$ cat config.mk
export PLATFORM = sky130hd
export DESIGN_NAME = rr_arbiter_4
export DESIGN_NICKNAME = d
export VERILOG_FILES = /design/src/rtl/rr_arbiter_4.sv
export SDC_FILE = /design/constraint.sdc
export NUM_CORES = 1
export LEC_CHECK = 0
export BUFFER_PORTS_ARGS = -buffer_cell sky130_fd_sc_hd__clkbuf_2
export CORE_MARGIN = 2
export CORE_UTILIZATION = 51
export CTS_CLUSTER_SIZE = 8
export DETAILED_ROUTE_END_ITERATION = 7
export GPL_TIMING_DRIVEN = 0
export PLACE_DENSITY = 0.75
export SYNTH_ARGS = -nofsm -noshare
export SYNTH_HDL_FRONTEND = slang
export SYNTH_SLANG_ARGS = --single-unit
$ cat constraint.sdc
create_clock -name clk -period 2.4 [get_ports clk]
set_input_delay 0.24 -clock clk [delete_from_list [all_inputs] [get_ports clk]]
set_output_delay 0.24 -clock clk [all_outputs]
set_load 0.1 [all_outputs]
$ cat src/rtl/rr_arbiter_4.sv
// Four-way round-robin arbiter with registered one-hot grant and rotating priority pointer.
// Optional hold timeout that preempts a long-running owner: define RR_ARB_TIMEOUT_EN.
module rr_arbiter_4 #(
    parameter int MAX_HOLD = 16
) (
    input  logic       clk,
    input  logic       rst,
    input  logic       en,
    input  logic [3:0] req,
    output logic [3:0] grant,
    output logic [1:0] grant_idx,
    output logic       grant_valid
);

    typedef enum logic {
        IDLE,
        GRANT
    } state_t;

    if (MAX_HOLD < 1 || MAX_HOLD > 255) begin : g_bad_max_hold
        $error("rr_arbiter_4: MAX_HOLD must be in 1..255");
    end

    state_t     state_q, state_d;
    logic [1:0] ptr_q, ptr_d;
    logic [3:0] grant_q, grant_d;
    logic [1:0] grant_idx_q, grant_idx_d;
    logic       grant_valid_q, grant_valid_d;
`ifdef RR_ARB_TIMEOUT_EN
    logic [7:0] hold_cnt_q, hold_cnt_d;
`endif

    logic [1:0] next_ptr;
    logic [3:0] owner_mask;
    logic [3:0] others_req;
    logic [1:0] win_from_ptr;
    logic [1:0] win_from_next;

    function automatic logic [1:0] scan(input logic [1:0] base, input logic [3:0] r);
        logic [1:0] win;
        logic [1:0] idx;
        logic       found;
        win   = base;
        found = 1'b0;
        for (int i = 0; i < 4; i++) begin
            idx = base + 2'(i);
            if (!found && r[idx]) begin
                win   = idx;
                found = 1'b1;
            end
        end
        return win;
    endfunction

    function automatic logic [3:0] decode(input logic [1:0] idx);
        return 4'b0001 << idx;
    endfunction

    assign next_ptr      = grant_idx_q + 2'd1;
    assign owner_mask    = decode(grant_idx_q);
    assign others_req    = req & ~owner_mask;
    assign win_from_ptr  = scan(ptr_q, req);
    assign win_from_next = scan(next_ptr, others_req);

    always_comb begin
        state_d     = state_q;
        ptr_d       = ptr_q;
        grant_d     = grant_q;
        grant_idx_d = grant_idx_q;
`ifdef RR_ARB_TIMEOUT_EN
        hold_cnt_d  = hold_cnt_q;
`endif
        if (!en) begin
            // Disable wins over a simultaneous release, but the pointer still rotates.
            state_d = IDLE;
            grant_d = 4'b0000;
            if (state_q == GRANT && !req[grant_idx_q]) begin
                ptr_d = next_ptr;
            end
        end else begin
            unique case (state_q)
                IDLE: begin
                    if (|req) begin
                        state_d     = GRANT;
                        grant_idx_d = win_from_ptr;
                        grant_d     = decode(win_from_ptr);
`ifdef RR_ARB_TIMEOUT_EN
                        hold_cnt_d  = 8'd0;
`endif
                    end
                end
                GRANT: begin
                    if (req[grant_idx_q]) begin
`ifdef RR_ARB_TIMEOUT_EN
                        // >= so a requester arriving after the count saturates still preempts.
                        if (hold_cnt_q >= 8'(MAX_HOLD - 1) && |others_req) begin
                            ptr_d       = next_ptr;
                            grant_idx_d = win_from_next;
                            grant_d     = decode(win_from_next);
                            hold_cnt_d  = 8'd0;
                        end else if (hold_cnt_q != 8'hFF) begin
                            hold_cnt_d = hold_cnt_q + 8'd1;
                        end
`endif
                    end else begin
                        ptr_d = next_ptr;
                        if (|others_req) begin
                            grant_idx_d = win_from_next;
                            grant_d     = decode(win_from_next);
`ifdef RR_ARB_TIMEOUT_EN
                            hold_cnt_d  = 8'd0;
`endif
                        end else begin
                            state_d = IDLE;
                            grant_d = 4'b0000;
                        end
                    end
                end
                default: state_d = IDLE;
            endcase
        end
        grant_valid_d = |grant_d;
    end

    always_ff @(posedge clk or posedge rst) begin
        if (rst) begin
            state_q       <= IDLE;
            ptr_q         <= 2'd0;
            grant_q       <= 4'b0000;
            grant_idx_q   <= 2'd0;
            grant_valid_q <= 1'b0;
`ifdef RR_ARB_TIMEOUT_EN
            hold_cnt_q    <= 8'd0;
`endif
        end else begin
            state_q       <= state_d;
            ptr_q         <= ptr_d;
            grant_q       <= grant_d;
            grant_idx_q   <= grant_idx_d;
            grant_valid_q <= grant_valid_d;
`ifdef RR_ARB_TIMEOUT_EN
            hold_cnt_q    <= hold_cnt_d;
`endif
        end
    end

    assign grant       = grant_q;
    assign grant_idx   = grant_idx_q;
    assign grant_valid = grant_valid_q;

endmodule

Yosys cells after proc, flatten, opt, wreduce, memory -nomap -nowiden
Cells that the tools add are included.
Operators by class
  reductions and logical operators: 20
  magnitude comparators: 9
  multipliers: 0
  div/mod/pow operators: 0
  muxes and demuxes: 48
  equal/unequal tests: 5
  bitwise operators: 3
  $add $sub $neg: 7
  shift-type cells: 3
Operators by type and width (number)
  2-bit by 3-bit < comparator with 1-bit output, second input constant: 9
  2-bit two-way mux: 13
  1-bit two-way mux: 19
  1-bit binary-select mux with 2-bit select: 9
  4-bit two-way mux: 4
  4-bit OR reduction: 3
  1-bit by 2-bit << shifter with 4-bit output, first input constant: 3
  2-bit adder, second input constant: 4
  4-bit one-hot mux with 2 select lines: 1
  1-bit logical AND: 7
  1-bit zero test: 7
  2-bit by 1-bit adder with 2-bit output, second input constant: 3
  2-bit inequality test, second input constant: 3
  4-bit bitwise AND: 1
  2-bit by 1-bit inequality test with 1-bit output, second input constant: 2
  4-bit inverter: 1
  2-bit one-hot mux with 2 select lines: 1
  4-bit AND reduction: 1
  3-bit AND reduction: 1
  1-bit one-hot mux with 2 select lines: 1
  2-bit nonzero test: 1
  1-bit inverter: 1
Storage, ports and cells
  input bits: 7
  output and inout port bits: 7
  memory bits (read-only): 0
  bits in latches: 0
  memories: 0
  register bits: 10
  logic and storage cells: 100
  memory bits (writable): 0

Logic depth before layout (Yosys ltp)
  word-level depth: 21
  depth in mapped cells: 10
  gate-level depth less buffers: 8

Least setup slack after synthesis
No wires, ideal clock.
  path kind: flip-flop to flip-flop
  start: reg grant_idx_q[0], in the netlist grant_idx[0]
  end: reg grant_valid_q, in the netlist grant_valid
  buffers on the path: 2
  stages on the path, launching flop included: 10
  setup time: 143 ps
  clock period less this slack: 2865 ps
  required time: 2257 ps
  data arrival time: 2722 ps
  slack: -465 ps
  path through: dfrtp_1 -> clkbuf_1 -> inv_1 -> ha_1 -> clkbuf_1 -> inv_1 -> a221oi_1 -> nor3_1 -> o211ai_1 -> o2111ai_1
On the way
  elaborated cells between the ends (all ways): 36
  classes of those cells: add/sub: 4; shift: 2; mux: 20; bitwise: 2; reduce/logical: 8
RTL lines
  from (decl): line 27  | logic [1:0] grant_idx_q, grant_idx_d;
  from (signal assigned): line 139  | grant_idx_q <= grant_idx_d;
  2-bit by 1-bit adder with 2-bit output (*): line 59  | assign next_ptr = grant_idx_q + 2'd1;
  named net next_ptr[0]: line 33  | logic [1:0] next_ptr;
  branches (longest 11 deep; another with 2-bit by 1-bit adder with 2-bit output)
  2-bit two-way mux (*): line 47  | if (!found && r[idx]) begin
  1-bit by 2-bit << shifter with 4-bit output (*): line 56  | return 4'b0001 << idx;
  4-bit two-way mux (*): line 107  | if (|others_req) begin
  4-bit two-way mux (*): line 93  | if (req[grant_idx_q]) begin
  4-bit one-hot mux with 2 select lines (*): line 81  | unique case (state_q)
  4-bit two-way mux (*): line 73  | if (!en) begin
  4-bit OR reduction (*): line 122  | grant_valid_d = |grant_d;
  named net grant_valid_d: line 28  | logic grant_valid_q, grant_valid_d;
  to (signal assigned): line 140  | grant_valid_q <= grant_valid_d;
  to (decl): line 28
Mark *: on every way through the listed nets, which the timed path passes. The select of a mux whose other input is x is not followed.
A chain may end at the register's enable or synchronous reset.

Worst setup path in the final report
Ends and elaborated chain as after synthesis.

==> metrics <==
period utilization just over 90%; status completed; Netlist cell types 41; Post-Route WL ~2.6 mm; All-Layer GR Usage a little under a quarter; Worst Hold Path Cells 3; Net count, final about 160; critical hold path startpoint en; final setup margin roughly 0.16 ns; Largest stage delay, worst path 0.52 ns; Slew HR 60.5%; peak supply drop between 1000 and 1500 µV; Synth Instances 133; post-route ant nets 0; Worst EP required approximately 2.6 ns; Syn Area/Cell 7.59 µm²; reg-to-reg slack, setup between 0.15 and 0.2 ns; Hold Vio Cnt, Final 0; EDFF count, synth 0; Routed WL per cell 14.8 µm; leak pwr between 0.5 and 0.6 nW; port bufs 12; Iter 0 DRT Violations 58; RSZ-0062 raised after global routing no; die area between 2000 and 2500 µm²; Worst R2R Path Depth 9; Die X 48.5 µm; initial antenna violation count 0; worst-path cell chain buf_6, inv_2, ha_1, clkbuf_4, a221oi_4, o211ai_1, o211ai_1, o2111ai_2, o2111ai_1; Vert. Die Dim roughly 48 µm; CTS Buffer Depth 2; H-Tree Depth 1; crit path time final approximately 2.2 ns; clock skew approximately 0.012 ns; pwr dens between 1000 and 1500 nW/µm²; vias in the first global route about 950; total nets after synthesis between 100 and 150; sequential share of the synthesized area between 20% and 30%; placer congestion estimate roughly 0.92; fin. max-slew vios 0; fmax ~450 MHz; total of max-cap violations 0; clock slew at reported path FFs 0.07 ns; clk sinks 10; # rows 16; Core Region 1920 µm²; layout cells sized above 1 a little over a fifth; Critical Path Start Type flip-flop; ys async rst share 100%; reg2reg end grant_valid$_DFF_PP0_; CTS tree done; CP most frequent cell o211ai_1; Worst-Margin Slew between 0.5 and 0.6 ns; post-detail-place hpwl between 1.5 and 2 mm; Remaining Overflow, GRT 0; n_diodes 0; worst min-delay path category in -> reg; first-pass GRT wire length ~4.4 mm; placement-stage cell area ~1100 µm²; WHS approximately 0.27 ns; P&R area growth vs syn 17.3%; Placement Setup Slack -0.0609 ns; cell at the root of the clock tree clkbuf_4; number of filler instances in the final layout 192; Initial Util 52.5%; final-report setup violation count 0; CTS buffer count 3; largest net degree at the start of global routing 11; worst-skew pair later-pin latency between 0.2 and 0.3 ns; Post-Layout Inst Area 1180 µm²; launch instance of the worst register-to-register path grant_idx[0]$_DFFE_PP0P_; DRC viols 0; ys flop type dfrtp_1; vias per cell between 6 and 7; Crit-path slowest cell dfrtp_4; Hold Path Sink grant[1]$_DFF_PP0_; Post-Syn Area between 1000 and 1500 µm²; io pins 14; Synth warnings 0; Setup TNS 0 ns; vias after detailed routing approximately 1100; Synth Register Bits 10; critical path class reg -> reg; router iterations before antenna repair 4; Setup crit end kind flip-flop; worst-path fanout max 10; critical path arrival about 2.4 ns
## cell usage after synthesis (2+ instances only)
cell type	instances	area, µm²
buf_2	2	10.0
ha_1	4	50.1
nand2b_1	6	37.5
a31oi_1	2	12.5
nor4_1	2	12.5
nor3_1	2	10.0
clkbuf_1	4	15.0
a22oi_1	2	15.0
nand2_1	12	45.0
and3_1	3	18.8
nor2_1	8	30.0
inv_1	12	45.0
a211oi_1	2	15.0
nand3b_1	2	15.0
a21oi_1	10	50.1
nor2b_1	5	31.3
o21ai_0	13	65.1
o22ai_1	3	18.8
o211ai_1	5	37.5
dfrtp_1	10	250
a221oi_1	3	26.3
o2111ai_1	2	17.5
## per-layer routing
| metal | routed length [µm] | GRT usage [%] | up-vias |
|---|---|---|---|
| li1 | - | - | 522 |
| met1 | 1150 | 31.2 | 485 |
| met2 | 1200 | 36.8 | 60 |
| met3 | 207 | 6.17 | 6 |
| met4 | 60 | 8.57 | 0 |
| met5 | 0 | 0 | - |
## flip-flops by register name (all words and copies together) (netlist names)
signal and cells:
state_q 1, grant 4, grant_valid 1, grant_idx 2
ptr_q 2
## report_power, final
group          total (mW)  internal, mW  switching, mW
registers           0.331         0.235         0.0959
clock network       0.120        0.0641         0.0563
logic                1.17         0.382          0.787
total                1.62         0.681          0.939
## worst max-delay path: cells and delay by family (launching register included)
kind | cells | cell delay, ns
buffers and inverters | 3 | 0.45
AOI/OAI and AO/OA | 5 | 0.89
DFF | 1 | 0.52
adders and majority gates | 1 | 0.27
## repair_timing
item	CTS	global route
pin swaps	0	1
hold buffers	1	0
setup endpoints to repair	1	3
setup buffers	0	0
resized for setup	3	10
cloned	0	0
endpoints found under the hold margin	10	0
## final cells by class
class                      count  area [µm²]  area share (%)
multi-input combinational    104         707            59.7
sequential                    10         255            21.5
timing repair buffer          13        70.1            5.91
buffer                         7        47.5            4.01
inverter                      12        45.0            3.80
tap                           27        33.8            2.85
clock buffer                   4        26.3            2.22
## metrics by stage
stage	utilization [%]	total power [mW]	instances
after floorplan	-	1.20	133
after global placement	57.7	1.39	172
after detailed placement	57.7	1.40	172
after CTS	60.2	1.55	177
after global routing	61.7	1.74	177
final	61.7	1.62	177
## cell usage in the layout, fill, tap and decap left out, drive strengths merged, types with 2 or more instances in the layout
master and n:
o2111ai 2, nor4 2, clkbuf 19, nand2b 7, o211ai 5, nor2b 5, a211oi 2, a31oi 2
ha 4, nand3b 2, a21oi 11, nor2 8, dfrtp 10, buf 4, o21ai 14, a221oi 3
a22oi 2, nand2 12, o22ai 3, and3 3, inv 12, o311ai 2, nor3 2
## cells by family after synthesis
| group | count (synthesis) | synth area share [%] |
|---|---|---|
| AO/OA/AOI/OAI | 51 | 33.1 |
| AND/OR/NAND/NOR | 46 | 24.4 |
| buffers and inverters | 19 | 8.05 |
| flip-flops | 10 | 24.8 |
| adder cells (fa/ha/maj) | 4 | 4.96 |
| multiplexers | 3 | 4.71 |
## worst max-delay path by stage
| stage | slack, ns | from | to | depth (start not counted) |
|---|---|---|---|---|
| floorplan | 0.02 | grant_idx[0]$_DFFE_PP0P_ | grant_valid$_DFF_PP0_ | 9 |
| global placement | -0.007 | grant_idx[0]$_DFFE_PP0P_ | grant_valid$_DFF_PP0_ | 9 |
| detailed placement | -0.06 | grant_idx[0]$_DFFE_PP0P_ | grant_valid$_DFF_PP0_ | 9 |
| CTS | 0.02 | grant_idx[0]$_DFFE_PP0P_ | grant_valid$_DFF_PP0_ | 9 |
| global route | 0.03 | grant_idx[0]$_DFFE_PP0P_ | grant_valid$_DFF_PP0_ | 9 |
| finish | 0.16 | grant_idx[0]$_DFFE_PP0P_ | grant_valid$_DFF_PP0_ | 9 |
Power figures use the tool's default switching activity.
